<file path="src/rtl/fetch_sequencer_if.sv">
`default_nettype none
// ============================================================================
// Module      : fetch_sequencer_if
// Description : Control, program-loader, instruction-memory and decode
//               handshake bundle for the instruction fetch sequencer.
//               master = the sequencer, slave = its environment.
// Revision    : 1.0 - initial release
// ============================================================================
interface fetch_sequencer_if #(
    parameter int DATA_W = 32,
    parameter int ADDR_W = 6
);
    logic              start;
    logic [ADDR_W-1:0] start_addr;
    logic              halt_req;
    logic              redirect_valid;
    logic [ADDR_W-1:0] redirect_addr;
    logic              ld_valid;
    logic [ADDR_W-1:0] ld_addr;
    logic [DATA_W-1:0] ld_data;
    logic              ld_ready;
    logic [ADDR_W-1:0] mem_addr;
    logic              mem_we;
    logic [DATA_W-1:0] mem_wdata;
    logic [DATA_W-1:0] mem_rdata;
    logic              instr_valid;
    logic [DATA_W-1:0] instr_data;
    logic [ADDR_W-1:0] instr_pc;
    logic              instr_ready;
    logic              busy;
    logic              halted;

    modport master (
        input  start, start_addr, halt_req, redirect_valid, redirect_addr,
               ld_valid, ld_addr, ld_data, mem_rdata, instr_ready,
        output ld_ready, mem_addr, mem_we, mem_wdata,
               instr_valid, instr_data, instr_pc, busy, halted
    );

    modport slave (
        output start, start_addr, halt_req, redirect_valid, redirect_addr,
               ld_valid, ld_addr, ld_data, mem_rdata, instr_ready,
        input  ld_ready, mem_addr, mem_we, mem_wdata,
               instr_valid, instr_data, instr_pc, busy, halted
    );
endinterface
`default_nettype wire

</file>
<file path="src/rtl/fetch_sequencer.sv">
`default_nettype none
// ============================================================================
// Module      : fetch_sequencer
// Description : Instruction fetch sequencer. Issues reads to a registered
//               instruction memory, buffers responses in a 2-entry FIFO and
//               hands them to decode; supports redirect, orderly halt and a
//               program-loader write port while stopped.
//               Optional macro FETCH_ZERO_HALT_EN: an all-zero fetched word
//               is discarded and fetch drains to HALTED.
// Revision    : 1.0 - initial release
// ============================================================================
module fetch_sequencer #(
    parameter int DATA_W    = 32,
    parameter int MEM_DEPTH = 64
) (
    input wire                clk,
    input wire                rst,
    fetch_sequencer_if.master bus
);
    localparam int ADDR_W = $clog2(MEM_DEPTH);

    localparam logic [1:0] c_ST_IDLE   = 2'd0;
    localparam logic [1:0] c_ST_RUN    = 2'd1;
    localparam logic [1:0] c_ST_DRAIN  = 2'd2;
    localparam logic [1:0] c_ST_HALTED = 2'd3;

    localparam logic [ADDR_W-1:0] c_PC_LAST = ADDR_W'(MEM_DEPTH - 1);

    logic [1:0]        r_state;
    logic [ADDR_W-1:0] r_pc;
    logic              r_inflight;
    logic [ADDR_W-1:0] r_inflight_pc;
    logic [1:0]        r_count;
    logic [DATA_W-1:0] r_fifo_data0, r_fifo_data1;
    logic [ADDR_W-1:0] r_fifo_pc0, r_fifo_pc1;

    logic              w_stopped, w_ld_ready, w_load, w_pop;
    logic              w_run, w_run_cmd, w_redir, w_zero_stop, w_resp_keep;
    logic              w_room, w_issue;
    logic [2:0]        w_occ;
    logic [1:0]        w_cnt_pop, w_cnt_nxt;
    logic [DATA_W-1:0] w_data0_nxt, w_data1_nxt;
    logic [ADDR_W-1:0] w_pc0_nxt, w_pc1_nxt;

    // Wrapping increment so non-power-of-two depths also return to 0.
    function automatic logic [ADDR_W-1:0] f_pc_inc(input logic [ADDR_W-1:0] pc);
        return (pc == c_PC_LAST) ? '0 : pc + 1'b1;
    endfunction

    // Loader is only accepted while stopped; start takes priority over it.
    assign w_stopped  = (r_state == c_ST_IDLE) || (r_state == c_ST_HALTED);
    assign w_ld_ready = !rst && w_stopped && !bus.start;
    assign w_load     = bus.ld_valid && w_ld_ready;
    assign w_pop      = (r_count != 2'd0) && bus.instr_ready;

    // halt_req beats redirect; redirect kills the response arriving now.
    assign w_run      = !rst && (r_state == c_ST_RUN);
    assign w_run_cmd  = w_run && !bus.halt_req && !bus.redirect_valid;
    assign w_redir    = w_run && bus.redirect_valid && !bus.halt_req;

`ifdef FETCH_ZERO_HALT_EN
    assign w_zero_stop = w_run_cmd && r_inflight && (bus.mem_rdata == '0);
`else
    assign w_zero_stop = 1'b0;
`endif

    assign w_resp_keep = w_run_cmd && r_inflight && !w_zero_stop;

    // Issue only if the FIFO can absorb everything already outstanding.
    assign w_occ   = {1'b0, r_count} + {2'b00, r_inflight} - {2'b00, w_pop};
    assign w_room  = (w_occ < 3'd2);
    assign w_issue = w_run_cmd && !w_zero_stop && w_room;

    // Redirect target is issued in the same cycle to hide one cycle of latency.
    assign bus.mem_we      = w_load;
    assign bus.mem_wdata   = w_load ? bus.ld_data : '0;
    assign bus.mem_addr    = w_load  ? bus.ld_addr :
                             w_redir ? bus.redirect_addr :
                             w_issue ? r_pc : '0;

    assign bus.ld_ready    = w_ld_ready;
    assign bus.instr_valid = (r_count != 2'd0);
    assign bus.instr_data  = r_fifo_data0;
    assign bus.instr_pc    = r_fifo_pc0;
    assign bus.busy        = (r_state == c_ST_RUN) || (r_state == c_ST_DRAIN);
    assign bus.halted      = (r_state == c_ST_HALTED);

    // Shift-style FIFO next state: pop moves entry 1 to the head, then a
    // surviving response lands in the first free slot.
    always_comb begin
        w_cnt_pop   = r_count - {1'b0, w_pop};
        w_data0_nxt = r_fifo_data0;
        w_data1_nxt = r_fifo_data1;
        w_pc0_nxt   = r_fifo_pc0;
        w_pc1_nxt   = r_fifo_pc1;
        if (w_pop) begin
            w_data0_nxt = r_fifo_data1;
            w_pc0_nxt   = r_fifo_pc1;
        end
        if (w_resp_keep) begin
            if (w_cnt_pop == 2'd0) begin
                w_data0_nxt = bus.mem_rdata;
                w_pc0_nxt   = r_inflight_pc;
            end else begin
                w_data1_nxt = bus.mem_rdata;
                w_pc1_nxt   = r_inflight_pc;
            end
        end
        w_cnt_nxt = w_cnt_pop + {1'b0, w_resp_keep};
    end

    // Sequencer FSM, program counter, in-flight tracking and FIFO storage.
    always_ff @(posedge clk) begin
        if (rst) begin
            r_state       <= c_ST_IDLE;
            r_pc          <= '0;
            r_inflight    <= 1'b0;
            r_inflight_pc <= '0;
            r_count       <= 2'd0;
            r_fifo_data0  <= '0;
            r_fifo_data1  <= '0;
            r_fifo_pc0    <= '0;
            r_fifo_pc1    <= '0;
        end else begin
            r_fifo_data0 <= w_data0_nxt;
            r_fifo_data1 <= w_data1_nxt;
            r_fifo_pc0   <= w_pc0_nxt;
            r_fifo_pc1   <= w_pc1_nxt;
            r_count      <= w_cnt_nxt;
            case (r_state)
                c_ST_IDLE, c_ST_HALTED: begin
                    if (bus.start) begin
                        r_pc       <= bus.start_addr;
                        r_count    <= 2'd0;
                        r_inflight <= 1'b0;
                        r_state    <= c_ST_RUN;
                    end
                end
                c_ST_RUN: begin
                    if (bus.halt_req) begin
                        r_inflight <= 1'b0;
                        r_state    <= c_ST_DRAIN;
                    end else if (bus.redirect_valid) begin
                        r_count       <= 2'd0;
                        r_inflight    <= 1'b1;
                        r_inflight_pc <= bus.redirect_addr;
                        r_pc          <= f_pc_inc(bus.redirect_addr);
                    end else if (w_zero_stop) begin
                        r_inflight <= 1'b0;
                        r_state    <= c_ST_DRAIN;
                    end else begin
                        r_inflight <= w_issue;
                        if (w_issue) begin
                            r_inflight_pc <= r_pc;
                            r_pc          <= f_pc_inc(r_pc);
                        end
                    end
                end
                c_ST_DRAIN: begin
                    if (w_cnt_nxt == 2'd0) begin
                        r_state <= c_ST_HALTED;
                    end
                end
                default: r_state <= c_ST_IDLE;
            endcase
        end
    end
endmodule
`default_nettype wire

</file>
<file path="src/flat_wrapper.sv">
// flat-port wrapper written by rule: the top's interface ports become plain ports
module fetch_sequencer_flat 
#(
    parameter int DATA_W    = 32,
    parameter int MEM_DEPTH = 64
)
  (clk, rst, bus_start, bus_start_addr, bus_halt_req, bus_redirect_valid, bus_redirect_addr, bus_ld_valid, bus_ld_addr, bus_ld_data, bus_mem_rdata, bus_instr_ready, bus_ld_ready, bus_mem_addr, bus_mem_we, bus_mem_wdata, bus_instr_valid, bus_instr_data, bus_instr_pc, bus_busy, bus_halted);
  fetch_sequencer_if #(.DATA_W(DATA_W), .ADDR_W(6)) bus_i ();
  input wire clk;
  input wire rst;
  input wire logic [$bits(bus_i.start)-1:0] bus_start;
  input wire logic [$bits(bus_i.start_addr)-1:0] bus_start_addr;
  input wire logic [$bits(bus_i.halt_req)-1:0] bus_halt_req;
  input wire logic [$bits(bus_i.redirect_valid)-1:0] bus_redirect_valid;
  input wire logic [$bits(bus_i.redirect_addr)-1:0] bus_redirect_addr;
  input wire logic [$bits(bus_i.ld_valid)-1:0] bus_ld_valid;
  input wire logic [$bits(bus_i.ld_addr)-1:0] bus_ld_addr;
  input wire logic [$bits(bus_i.ld_data)-1:0] bus_ld_data;
  input wire logic [$bits(bus_i.mem_rdata)-1:0] bus_mem_rdata;
  input wire logic [$bits(bus_i.instr_ready)-1:0] bus_instr_ready;
  output wire logic [$bits(bus_i.ld_ready)-1:0] bus_ld_ready;
  output wire logic [$bits(bus_i.mem_addr)-1:0] bus_mem_addr;
  output wire logic [$bits(bus_i.mem_we)-1:0] bus_mem_we;
  output wire logic [$bits(bus_i.mem_wdata)-1:0] bus_mem_wdata;
  output wire logic [$bits(bus_i.instr_valid)-1:0] bus_instr_valid;
  output wire logic [$bits(bus_i.instr_data)-1:0] bus_instr_data;
  output wire logic [$bits(bus_i.instr_pc)-1:0] bus_instr_pc;
  output wire logic [$bits(bus_i.busy)-1:0] bus_busy;
  output wire logic [$bits(bus_i.halted)-1:0] bus_halted;
  assign bus_i.start = bus_start;
  assign bus_i.start_addr = bus_start_addr;
  assign bus_i.halt_req = bus_halt_req;
  assign bus_i.redirect_valid = bus_redirect_valid;
  assign bus_i.redirect_addr = bus_redirect_addr;
  assign bus_i.ld_valid = bus_ld_valid;
  assign bus_i.ld_addr = bus_ld_addr;
  assign bus_i.ld_data = bus_ld_data;
  assign bus_i.mem_rdata = bus_mem_rdata;
  assign bus_i.instr_ready = bus_instr_ready;
  assign bus_ld_ready = bus_i.ld_ready;
  assign bus_mem_addr = bus_i.mem_addr;
  assign bus_mem_we = bus_i.mem_we;
  assign bus_mem_wdata = bus_i.mem_wdata;
  assign bus_instr_valid = bus_i.instr_valid;
  assign bus_instr_data = bus_i.instr_data;
  assign bus_instr_pc = bus_i.instr_pc;
  assign bus_busy = bus_i.busy;
  assign bus_halted = bus_i.halted;
  fetch_sequencer #(.DATA_W(DATA_W), .MEM_DEPTH(MEM_DEPTH)) u_core (.clk(clk), .rst(rst), .bus(bus_i));
endmodule
</file>
<file path="config.mk">
export PLATFORM = sky130hd
export DESIGN_NAME = fetch_sequencer_flat
export DESIGN_NICKNAME = d
export VERILOG_FILES = /design/src/rtl/fetch_sequencer_if.sv /design/src/rtl/fetch_sequencer.sv /design/src/flat_wrapper.sv
export SDC_FILE = /design/constraint.sdc
export NUM_CORES = 1
export LEC_CHECK = 0
export ABC_AREA = 1
export CORE_ASPECT_RATIO = 2
export CORE_MARGIN = 2
export CORE_UTILIZATION = 43
export CTS_CLUSTER_SIZE = 20
export DETAILED_ROUTE_END_ITERATION = 12
export GPL_ROUTABILITY_DRIVEN = 0
export MAX_ROUTING_LAYER = met4
export PLACE_DENSITY = 0.78
export SYNTH_ARGS = -nofsm -noshare
export SYNTH_HDL_FRONTEND = slang
export SYNTH_SLANG_ARGS = --single-unit
</file>
<file path="constraint.sdc">
create_clock -name clk -period 8.6 [get_ports clk]
set_clock_uncertainty 0.15 [all_clocks]
set_input_delay 2.15 -clock clk [delete_from_list [all_inputs] [get_ports clk]]
set_output_delay 2.15 -clock clk [all_outputs]
set_load 0.05 [all_outputs]
</file>
[Word-level counts from Yosys, hierarchy flattened]
Index checks and enable logic that the tools add are counted.
Operators by class
  equality and inequality tests: 10
  add/subtract/negate cells: 6
  bitwise operators: 2
  reduce and logical (&&, ||, !) cells: 29
  $lt $le $gt $ge: 1
  muxes and demuxes: 31
Operators with widths (number)
  two-way mux 32 bit: 4
  two-way mux 6 bit: 14
  adder 6 x 1 -> 6 bit (second input constant): 2
  == test 6 bit (second input constant): 2
  two-way mux 2 bit: 6
  case mux 6 bit (2 select lines): 1
  logical AND 1 bit: 11
  inequality test 2 bit (second input constant): 4
  logical NOT 2 bit: 3
  case mux 2 bit (3 select lines): 1
  AND reduction 3 bit: 2
  nonzero test 2 bit: 3
  == test 2 bit (second input constant): 2
  logical NOT 1 bit: 4
  case mux 2 bit (2 select lines): 1
  AND reduction 2 bit: 2
  AND reduction 4 bit: 1
  adder 2 x 1 -> 3 bit: 1
  less-than comparator 3 x 2 -> 1 bit (second input constant): 1
  two-way mux 1 bit: 3
  inequality test 3 x 2 -> 1 bit (second input constant): 1
  subtractor 3 x 1 -> 3 bit: 1
  adder 2 x 1 -> 2 bit: 1
  == test 2 x 1 -> 1 bit (second input constant): 1
  5 further kinds: 7
Word-level totals
  input port bits: 89
  logic and storage cells: 88
  flip-flop bits (word level): 93
  output and inout port bits: 81

[Longest topological paths before layout]
  depth after elaboration: 9
  gate-level depth with buffers: 18
  mapped depth without buffers: 16

[Least setup slack after synthesis]
OpenSTA, ideal clock, no wires.
  path kind: in2out
  start point: input port rst
  end point: output port bus_mem_addr[0]
  arrival: 4.900 ns
  data required time: 6.300 ns
  slack: 1.400 ns
  stages: 4
  cells stage by stage: nor3_1 nand2_1 clkbuf_1 a31oi_1
Between the ends
  cells in the longest elaborated chain, start to end: 8
  elaborated cells between the ends (all ways): 13
RTL lines
  start: declaration: RTL line flat_wrapper.sv:10  | input wire rst;
  logical NOT 1 bit (*): RTL line fetch_sequencer.sv:52, fetch_sequencer.sv:57
  logical AND 1 bit: RTL line fetch_sequencer.sv:57  | assign w_run = !rst && (r_state == c_ST_RUN);
  logical AND 1 bit (2 in series): RTL line fetch_sequencer.sv:58  | assign w_run_cmd = w_run && !bus.halt_req && !bus.redirect_valid;
  logical AND 1 bit: RTL line fetch_sequencer.sv:72  | assign w_issue = w_run_cmd && !w_zero_stop && w_room;
  two-way mux 6 bit: RTL line fetch_sequencer.sv:79  | w_issue ? r_pc : '0;
  two-way mux 6 bit: RTL line fetch_sequencer.sv:78  | w_redir ? bus.redirect_addr :
  two-way mux 6 bit (*): RTL line fetch_sequencer.sv:77  | assign bus.mem_addr = w_load ? bus.ld_addr :
  end: declaration: RTL line flat_wrapper.sv:22  | output wire logic [$bits(bus_i.mem_addr)-1:0] bus_mem_addr;
Every way passes the cells marked *; elsewhere a longest branch is shown, timed or not.

[Worst setup path after layout]
  start point: input port rst
  end point: output port bus_mem_wdata[21]
Between the ends
  cells in the longest elaborated chain, start to end: 5
RTL lines
  logical NOT 1 bit: RTL line fetch_sequencer.sv:52  | assign w_ld_ready = !rst && w_stopped && !bus.start;
  logical AND 1 bit (2 in series): RTL line fetch_sequencer.sv:52
  logical AND 1 bit: RTL line fetch_sequencer.sv:53  | assign w_load = bus.ld_valid && w_ld_ready;
  two-way mux 32 bit: RTL line fetch_sequencer.sv:76  | assign bus.mem_wdata = w_load ? bus.ld_data : '0;
  end: declaration: RTL line flat_wrapper.sv:24  | output wire logic [$bits(bus_i.mem_wdata)-1:0] bus_mem_wdata;
Every way passes these cells.

==> qor.yml <==
clock_tree:
  cts_repair_resizes: 0
  cts_tree: "built"
  cts_buffer_count: 9
  clockRootBuffer: "clkbuf_16"
  clock_path_buffers: 2
  clock_tree.htree_level_count: 3
  clock_insertion_delay_worst_skew_ps: 330
  post_cts.repair.setup_buffers: 0
  cts.hold.buffers_added: 0
  clkSlewWorstSetupHoldPaths_ps: 60
  clock_sinks: 93
setup_path:
  path_max_fanout: 38
  cp.arrival_ps: 4800
  critical-path-slowest-cell: "clkdlybuf4s50_1"
  required_ps: 6300
  end_kind: "output port"
  timing.critical_path.buf_inv: 2
  worst-setup-path-type: "in -> out"
  startpoint_type: "primary input"
  timing.critical_path.max_delay_family: "buffers and inverters"
  critical_path.max_stage_delay_ps: 850
  cp_cell_sequence: "clkdlybuf4s50_1, nor3_1, nand2_1, nor2_1, clkdlybuf4s50_1"
  crit_path_frequent_cell: "clkdlybuf4s50_1"
power:
  power.share.sequential: 0.371
  power.ir.vdd_worst_v: 0.0001289
  pwr-share-comb: 0.312
  p_int_mw: 0.8751
  net-switching-power_mw: 0.4542
  power_density_nw_per_um2: 200.6
  share_clk_of_total_power: 0.317
  p_sw_frac: 0.3417
  static-leakage-power_nw: 2.642
floorplan:
  floorplan.rows: 53
  area_of_the_die_um2: 11420
  die_height_um: 149.2
  die_w_um: 76.58
  start_util: 0.4352
  pin_count: 170
  core_region_area_um2: 10410
timing:
  timing.final.max_slew_violations: 0
  timing.final.crit_share: 0.8260
  grt_setup_unrepaired: "no"
  fmax_ghz: 0.1408
  setup-violations-final: 0
  final.setup.tns_ps: 0
  worst_pin_slew_ps: 1171
  maxSlewHeadroom: 0.2164
  hold_viol_final: 0
  finalCriticalPeriod_ps: 7104
logic_synthesis:
  synth_top_flop_cell: "dfxtp_1"
  synth_area_per_cell_um2: 6.702
  synth_enable_flop_cells: 0
  synth.net_count: 773
  synthesis.instances: 676
  yosysWarningCount: 0
  seq_total_area_yosys: 0.4109
  yosys-top-cells-count: "nor2_1, nand2_1, o21ai_0"
  ys_seq_elements: 93
  post-synth-top-area-fraction: 0.4109
  synth_area_leaders: "dfxtp_1, nor2_1, nand2_1"
  synthArstFlopShare: 0
  synth_top_area_cell: "dfxtp_1"
  post_synth_instance_area_um2: 4531
  library_cells_used_by_synthesis: 35
  synth.most_common_cell: "nor2_1"
worst_hold_path:
  hp-class: "reg -> reg"
cells_and_area:
  layoutNonFillerInstCount: 963
  utilization: 0.6363
  final.fill_count: 885
  finish.net_count: 918
  postLayoutCellArea_um2: 6625
  antenna-diode-count: 0
  area_delta_synth_final_pct: 46.23
  layout-drive-gt1-share: 0.04479
detailed_routing:
  drt-pass1-iter-count: 5
  detail_route.iter0.violations: 296
  post_drt_wl_per_cell_um: 12.82
  drcViolationCount: 0
  routed_wirelength_um: 12350
  routed_via_density: 5.028
  postRouteAntennaNets: 0
  route.vias.total: 4842
global_route:
  grt_pass1_vias: 4706
  grt_util_all_layers: 0.2258
  pin_count_of_the_biggest_net_entering_global_routing: 89
  antenna_found_initial: 0
  grt_overflow: 0
  grt_first_pass_wirelength_um: 20800
placed_design:
  postPlaceCellArea_um2: 6302
  portBuffers: 169
  place.detailed.hpwl_um: 8943
  placedCellCount: 947
flow_run:
  max-cap-violations: 0
run_status:
  status: "complete, no violations"
[metal layers]
layer  share of wire  track usage  vias to the layer above
met5               0            -                        -
met4           0.036       0.1264                        0
met3           0.047      0.02724                       34
met2            0.53       0.4155                      179
met1            0.38       0.2291                     2160
li1                -            -                     2469
[registers in the layout, indices dropped and copies added (netlist names)]
name                   flops
u_core.bus.instr_data     32
u_core.bus.instr_pc        6
u_core.r_count             2
u_core.r_fifo_data1       32
u_core.r_fifo_pc1          6
u_core.r_inflight          1
u_core.r_inflight_pc       6
u_core.r_pc                6
u_core.r_state             2
[through the flow]
step	total power [mW]	hold WS, ps	setup slack, ps
floorplan	0.7543	274.5	1400
global placement	0.9036	285.0	1598
detailed placement	0.9140	297.7	1464
CTS	1.337	306.4	1466
global route	1.398	320.7	1191
finish	1.329	305.9	1496
[layout by cell type (no fill, tap or decap), types with 2 or more instances in the layout]
cell type / instances
nor2_1: 153
nand2_1: 133
ha_1: 7
nand2_2: 2
nor2_4: 2
o21ai_0: 98
clkdlybuf4s50_1: 163
o211a_1: 3
a31oi_1: 35
inv_1: 59
inv_2: 2
bufinv_16: 2
a21oi_1: 17
buf_4: 4
mux2i_1: 2
dfxtp_1: 93
or2_2: 2
clkbuf_16: 9
buf_12: 6
inv_6: 2
nand3_1: 13
[power groups by stage]
| stage | combinational, mW | clock [mW] | sequential, mW |
|---|---|---|---|
| 2_1_floorplan | 0.248 | 0 | 0.506 |
| 3_3_place_gp | 0.404 | 0 | 0.499 |
| 3_5_place_dp | 0.414 | 0 | 0.500 |
| 4_1_cts | 0.416 | 0.431 | 0.491 |
| 5_1_grt | 0.451 | 0.450 | 0.496 |
| 6_report | 0.415 | 0.422 | 0.493 |
[cells by family (layout without fill, tap and decap cells)]
logic type / after synthesis / in the layout / share of synthesized area
AND/OR/NAND/NOR: 313 / 313 / 0.2770
AO/OA/AOI/OAI: 157 / 157 / 0.1886
XOR/XNOR: 2 / 2 / 0.003867
flip-flops: 93 / 93 / 0.4109
multiplexers: 2 / 2 / 0.004419
buffers and inverters: 101 / 251 / 0.09141
adder cells (fa/ha/maj): 8 / 8 / 0.02375
[worst reg2reg max path: cells and delay by family (launching register included)]
kind / cells / cell delay (ps)
fa+ha+maj: 1 / 250
simple gates: 6 / 1310
flops: 1 / 400
compound gates: 1 / 230
buf+inv: 5 / 860
[final timing paths]
path	start	end	slack, ps	depth (start not counted)
worst max-delay path	rst	bus_mem_wdata[21]	1500	5
worst min-delay path	u_core.r_fifo_pc1[5]	u_core.r_fifo_pc1[5]	310	2
worst max register to register	u_core.r_count[1]	u_core.bus.instr_pc[5]	5290	13
worst min register to register	u_core.r_fifo_pc1[5]	u_core.r_fifo_pc1[5]	310	2
[final cells by class]
type	instances	area [um2]	share of cell area
multi-input cells	482	2255	0.3403
clock buffers	10	229.0	0.03456
repair buffers	173	1782	0.2689
inverters	62	232.7	0.03513
flip-flops and latches	93	1862	0.2810
well taps	137	171.4	0.02587
clock inverters	6	93.84	0.01416
No activity file was read; power rests on OpenSTA's default activity.
